--- src/rtl/ps2_host_rx.sv ---
`default_nettype none
// ============================================================================
//  Module      : ps2_host_rx
//  Description : Core-side PS/2 receiver. Synchronises and filters the
//                emulated PS/2 clock/data pair, samples data on the filtered
//                clock falling edge and checks the start, odd-parity and stop
//                bits. Good bytes and dropped frames are reported as
//                single-cycle strobes. A mid-frame idle timeout aborts
//                stalled frames.
//                Optional macro PS2_SCANCODE_EN adds an E0/F0 prefix tracker
//                driving the key_* outputs; without it they are tied to 0.
//  Revision    : 1.0 - initial release
// ============================================================================
module ps2_host_rx #(
    parameter int FILTER_LEN     = 4,
    parameter int TIMEOUT_CYCLES = 100000
) (
    input  logic       clk,
    input  logic       reset,
    input  logic       ps2_clk,
    input  logic       ps2_data,
    output logic [7:0] rx_data,
    output logic       rx_valid,
    output logic       rx_err,
    output logic [1:0] err_code,
    output logic       busy,
    output logic [7:0] key_code,
    output logic       key_ext,
    output logic       key_release,
    output logic       key_strobe
);

    localparam int              c_TW   = (TIMEOUT_CYCLES > 1) ? $clog2(TIMEOUT_CYCLES) : 1;
    localparam logic [c_TW-1:0] c_TMAX = c_TW'(TIMEOUT_CYCLES - 1);
    localparam logic [3:0]      c_FMAX = 4'(FILTER_LEN - 1);

    typedef enum logic [1:0] {
        S_IDLE   = 2'd0,
        S_DATA   = 2'd1,
        S_PARITY = 2'd2,
        S_STOP   = 2'd3
    } state_t;

    logic            r_clk_s1, r_clk_s2, r_dat_s1, r_dat_s2;
    logic            r_filt_clk, r_filt_clk_d, r_filt_dat;
    logic [3:0]      r_fcnt_clk, r_fcnt_dat;
    state_t          r_state;
    logic [2:0]      r_bit_cnt;
    logic [7:0]      r_sr;
    logic            r_par;
    logic            r_perr;
    logic [c_TW-1:0] r_tcnt;
    logic            w_fall;
    logic            w_d;

    // Two-FF synchronisers; both lines idle high.
    always_ff @(posedge clk) begin
        if (reset) begin
            r_clk_s1 <= 1'b1;
            r_clk_s2 <= 1'b1;
            r_dat_s1 <= 1'b1;
            r_dat_s2 <= 1'b1;
        end else begin
            r_clk_s1 <= ps2_clk;
            r_clk_s2 <= r_clk_s1;
            r_dat_s1 <= ps2_data;
            r_dat_s2 <= r_dat_s1;
        end
    end

    // Clock-line filter: adopt a new level after FILTER_LEN consecutive samples at it.
    always_ff @(posedge clk) begin
        if (reset) begin
            r_filt_clk <= 1'b1;
            r_fcnt_clk <= 4'd0;
        end else if (r_clk_s2 == r_filt_clk) begin
            r_fcnt_clk <= 4'd0;
        end else if (r_fcnt_clk >= c_FMAX) begin
            r_filt_clk <= r_clk_s2;
            r_fcnt_clk <= 4'd0;
        end else begin
            r_fcnt_clk <= r_fcnt_clk + 4'd1;
        end
    end

    // Data-line filter, identical behaviour to the clock-line filter.
    always_ff @(posedge clk) begin
        if (reset) begin
            r_filt_dat <= 1'b1;
            r_fcnt_dat <= 4'd0;
        end else if (r_dat_s2 == r_filt_dat) begin
            r_fcnt_dat <= 4'd0;
        end else if (r_fcnt_dat >= c_FMAX) begin
            r_filt_dat <= r_dat_s2;
            r_fcnt_dat <= 4'd0;
        end else begin
            r_fcnt_dat <= r_fcnt_dat + 4'd1;
        end
    end

    // Delayed filtered clock for falling-edge detection.
    always_ff @(posedge clk) begin
        if (reset) r_filt_clk_d <= 1'b1;
        else       r_filt_clk_d <= r_filt_clk;
    end

    assign w_fall = r_filt_clk_d & ~r_filt_clk;
    assign w_d    = r_filt_dat;
    assign busy   = (r_state != S_IDLE);

    // Frame state machine: advances on filtered clock falls, aborts on idle timeout.
    always_ff @(posedge clk) begin
        if (reset) begin
            r_state   <= S_IDLE;
            r_bit_cnt <= 3'd0;
            r_sr      <= 8'd0;
            r_par     <= 1'b0;
            r_perr    <= 1'b0;
            r_tcnt    <= '0;
            rx_data   <= 8'd0;
            rx_valid  <= 1'b0;
            rx_err    <= 1'b0;
            err_code  <= 2'b00;
        end else begin
            rx_valid <= 1'b0;
            rx_err   <= 1'b0;
            if (r_state == S_IDLE || w_fall) r_tcnt <= '0;
            else                             r_tcnt <= r_tcnt + 1'b1;

            if (r_state != S_IDLE && !w_fall && r_tcnt == c_TMAX) begin
                // Stalled transmitter: drop the partial frame.
                r_state  <= S_IDLE;
                rx_err   <= 1'b1;
                err_code <= 2'b11;
            end else if (w_fall) begin
                case (r_state)
                    S_IDLE: begin
                        if (!w_d) begin
                            r_state   <= S_DATA;
                            r_bit_cnt <= 3'd0;
                            r_par     <= 1'b0;
                        end
                    end
                    S_DATA: begin
                        r_sr  <= {w_d, r_sr[7:1]};
                        r_par <= r_par ^ w_d;
                        if (r_bit_cnt == 3'd7) r_state <= S_PARITY;
                        r_bit_cnt <= r_bit_cnt + 3'd1;
                    end
                    S_PARITY: begin
                        r_perr  <= ~(r_par ^ w_d);
                        r_state <= S_STOP;
                    end
                    S_STOP: begin
                        // A bad stop bit outranks a parity error.
                        if (!w_d) begin
                            rx_err   <= 1'b1;
                            err_code <= 2'b10;
                        end else if (r_perr) begin
                            rx_err   <= 1'b1;
                            err_code <= 2'b01;
                        end else begin
                            rx_data  <= r_sr;
                            rx_valid <= 1'b1;
                        end
                        r_state <= S_IDLE;
                    end
                    default: r_state <= S_IDLE;
                endcase
            end
        end
    end

`ifdef PS2_SCANCODE_EN
    logic r_ext_pend, r_rel_pend;

    // Prefix tracker: collect E0/F0 prefixes, publish them with the next key byte.
    always_ff @(posedge clk) begin
        if (reset) begin
            r_ext_pend  <= 1'b0;
            r_rel_pend  <= 1'b0;
            key_code    <= 8'd0;
            key_ext     <= 1'b0;
            key_release <= 1'b0;
            key_strobe  <= 1'b0;
        end else begin
            key_strobe <= 1'b0;
            if (rx_err) begin
                r_ext_pend <= 1'b0;
                r_rel_pend <= 1'b0;
            end else if (rx_valid) begin
                if (rx_data == 8'hE0) begin
                    r_ext_pend <= 1'b1;
                end else if (rx_data == 8'hF0) begin
                    r_rel_pend <= 1'b1;
                end else begin
                    key_code    <= rx_data;
                    key_ext     <= r_ext_pend;
                    key_release <= r_rel_pend;
                    key_strobe  <= 1'b1;
                    r_ext_pend  <= 1'b0;
                    r_rel_pend  <= 1'b0;
                end
            end
        end
    end
`else
    assign key_code    = 8'd0;
    assign key_ext     = 1'b0;
    assign key_release = 1'b0;
    assign key_strobe  = 1'b0;
`endif

endmodule
`default_nettype wire

--- config.mk ---
export PLATFORM = sky130hd
export DESIGN_NAME = ps2_host_rx
export DESIGN_NICKNAME = d
export VERILOG_FILES = /design/src/rtl/ps2_host_rx.sv
export SDC_FILE = /design/constraint.sdc
export NUM_CORES = 1
export LEC_CHECK = 0
export CELL_PAD_IN_SITES_DETAIL_PLACEMENT = 1
export CELL_PAD_IN_SITES_GLOBAL_PLACEMENT = 2
export CORE_ASPECT_RATIO = 1.4
export CORE_MARGIN = 2
export CORE_UTILIZATION = 37
export DETAILED_ROUTE_END_ITERATION = 6
export PLACE_DENSITY = 0.92
export SLEW_MARGIN = 20
export SYNTH_ARGS = -nofsm -noshare
export SYNTH_HDL_FRONTEND = slang
export SYNTH_SLANG_ARGS = --single-unit
--- constraint.sdc ---
create_clock -name clk -period 2.6 [get_ports clk]
set_input_delay 0.52 -clock clk [delete_from_list [all_inputs] [get_ports clk]]
set_output_delay 0.52 -clock clk [all_outputs]
set_load 0.01 [all_outputs]
==> flow_metrics.tcl <==
set metrics [dict create \
    nets 295 \
    seq_area_um2 1180 \
    cts_tree "yes" \
    post-route-cell-area_um2 2850 \
    cts-root-buf "clkbuf_8" \
    grt.overflow.total 0 \
    cts.sinks 59 \
    crit_top_cell "inv_1" \
    syn2layout_area_growth_pct 16.2 \
    regToRegSetupSlack_ns 0.75 \
    die_w_um 72.8 \
    io_pins 28 \
    drc 0 \
    port_buffers 16 \
    mostFrequentLayoutCells "dfxtp_1, nor2_1, nand2_1, nand3_1, a21oi_1" \
    crit_type "flip-flop to output pin" \
    start_util 0.376 \
    crit_buf_inv 3 \
    cp_max_fo 8 \
    cp-start-kind "flip-flop" \
    place.gp.congestion 0.749 \
    place_area_um2 2650 \
    grtUsageTotal 0.149 \
    cts_resized 0 \
    firstDrtPassIters 4 \
    drive_above_1_share 0.105 \
    tns_ns 0 \
    drv_slew 0 \
    path_cells "inv_1, ha_1, inv_1, clkdlybuf4s50_1" \
    max_slew_margin 0.632 \
    ant_nets 0 \
    yosys_warnings 0 \
    fillers 759 \
    r2r_end "r_par" \
    die_h_um 100 \
    hp-class "flip-flop to flip-flop" \
    htreeDepth 3 \
    p_leak_nw 1.04 \
    worstPathRequired_ns 2.08 \
    dr.first_iter.drc_count 119 \
    rsz0062_at_grt "false" \
    power_density_nw_per_um2 633 \
    reg2regPathDepth 6 \
    min_delay_path_depth 1 \
    cp-end-kind "output pin" \
    vias 1839 \
    synthCells 261 \
    hold_buffers 0 \
    synth_cell_types 41 \
    grt_max_degree 39 \
    cts_made_buffers 9 \
    wire_per_inst_um 13.3 \
    final_util 0.437 \
    layout_min_cycle_time_ns 2.24 \
    totalWireLength_mm 4.76 \
    ys_ff_latch 59 \
    core_area_um2 6530 \
    finClkSkew_ns 0.00495 \
    grt_pass1_wl_mm 8.28 \
    cpMaxStageDelayCell "clkdlybuf4s50_1" \
    min_to "r_clk_s2" \
    power_mw 1.81 \
    status "completed" \
    clk_latency_ns 0.33 \
    post_cts.repair.setup_buffers 0 \
    max_stage_delay_ns 0.53 \
    seq_area_frac_synth 0.481 \
    dp_worst_setup_slack_ns 0.713 \
    avgSynthCellArea_um2 9.41 \
    std_cell_rows 35 \
    hold_violations 0 \
    setup_viol 0 \
    synth_area_um2 2450 \
    cp.arrival_ns 1.72 \
    clk_path_buf_depth 2 \
    worstMarginPinSlew_ns 0.552 \
    reg2reg_from "r_state[1]" \
    die-area_um2 7310 \
    layout_commonest_cell "dfxtp_1" \
    crit_family "buffers and inverters" \
    hpwl_mm 3.40 \
    peakVddDrop_mv 0.303 \
    diodes 0 \
    multi_input_area_um2 1180 \
    timing.final.crit_share 0.862 \
    grt_pass1_vias 1774 \
    fin_ws_ns 0.358 \
    cts.clk_slew.worst_paths_ns 0.06 \
    max_freq_mhz 446 \
    antenna_found_initial 0 \
    via_per_inst 5.12 \
    cap_violations 0 \
    min_from "r_clk_s1" \
]
==> logic make-up (layout without fill, tap and decap cells) <==
group / after synthesis / count (layout) / share of synthesized area
simple gates: 111 / 111 / 0.247
flops: 59 / 59 / 0.481
buf+inv: 28 / 38 / 0.0612
compound gates: 26 / 26 / 0.0607
xor+xnor: 15 / 15 / 0.0535
mux: 12 / 12 / 0.0489
fa+ha+maj: 9 / 9 / 0.0459
other cells: 1 / 15 / 0.00153
==> how the worst max path moves through the flow <==
stage	start	endpoint	slack, ns	cells past startpoint
2_1_floorplan	r_state[0]	r_tcnt[10]	1.0	7
3_3_place_gp	r_state[0]	busy	0.74	4
3_5_place_dp	r_state[0]	busy	0.71	4
4_1_cts	r_state[0]	busy	0.32	4
5_1_grt	r_state[0]	busy	0.23	4
6_report	r_state[0]	busy	0.36	4
==> where the power goes <==
group          switching [mW]  leakage, nW  internal, mW
registers             0.00320        0.478         0.912
clock network           0.341        0.104         0.509
logic                  0.0269        0.460        0.0138
==> metrics by stage <==
step                      instances  hold slack, ns
final                           359           0.409
after global routing            359           0.424
after CTS                       359           0.416
after detailed placement        345           0.400
after global placement          345           0.395
after floorplan                 275           0.389
==> metal layers <==
layer,routed length [um],part of all wire,up-vias,GRT usage
li1,-,-,916,-
met1,2010,0.42,889,0.161
met2,2510,0.53,27,0.255
met3,164,0.034,7,0.0572
met4,73,0.015,0,0.0641
met5,0,0,-,0
==> synthesized netlist by cell type (all sizes together) <==
master	count	area (um^2)
a211oi	1	7.51
a21oi	17	85.1
a32oi	2	17.5
and2	2	12.5
and3	1	6.26
and4	5	47.6
buf	14	96.3
clkbuf	9	35.0
conb	1	3.75
dfxtp	59	1180
ha	9	113
inv	5	18.8
mux2i	12	120
nand2	17	63.8
nand2b	4	25.0
nand3	18	95.1
nand3b	4	30.0
nand4	5	37.5
nor2	29	111
nor2b	1	6.26
nor3	2	10.0
nor4	8	56.3
nor4b	2	17.5
o211ai	1	7.51
o21ai	3	15.0
o21bai	1	7.51
o2bb2ai	1	8.76
or2	5	31.3
or3	7	48.8
or4	1	7.51
xnor2	7	61.3
xor2	8	70.1
==> registers in the layout (all words and copies together), names as in the netlist, 2 cells and up <==
register	count
err_code	2
r_fcnt_dat	4
rx_data	8
r_sr	8
r_bit_cnt	3
r_fcnt_clk	4
r_tcnt	17
r_state	2
==> final cells by class <==
cell class / instances / area share
well taps: 74 / 0.0325
clock inverters: 2 / 0.0123
clock buffers: 12 / 0.0579
repair buffers: 19 / 0.0641
multi-input cells: 188 / 0.412
flip-flops and latches: 59 / 0.414
inverters: 5 / 0.00658
Power figures use the tool's default switching activity.
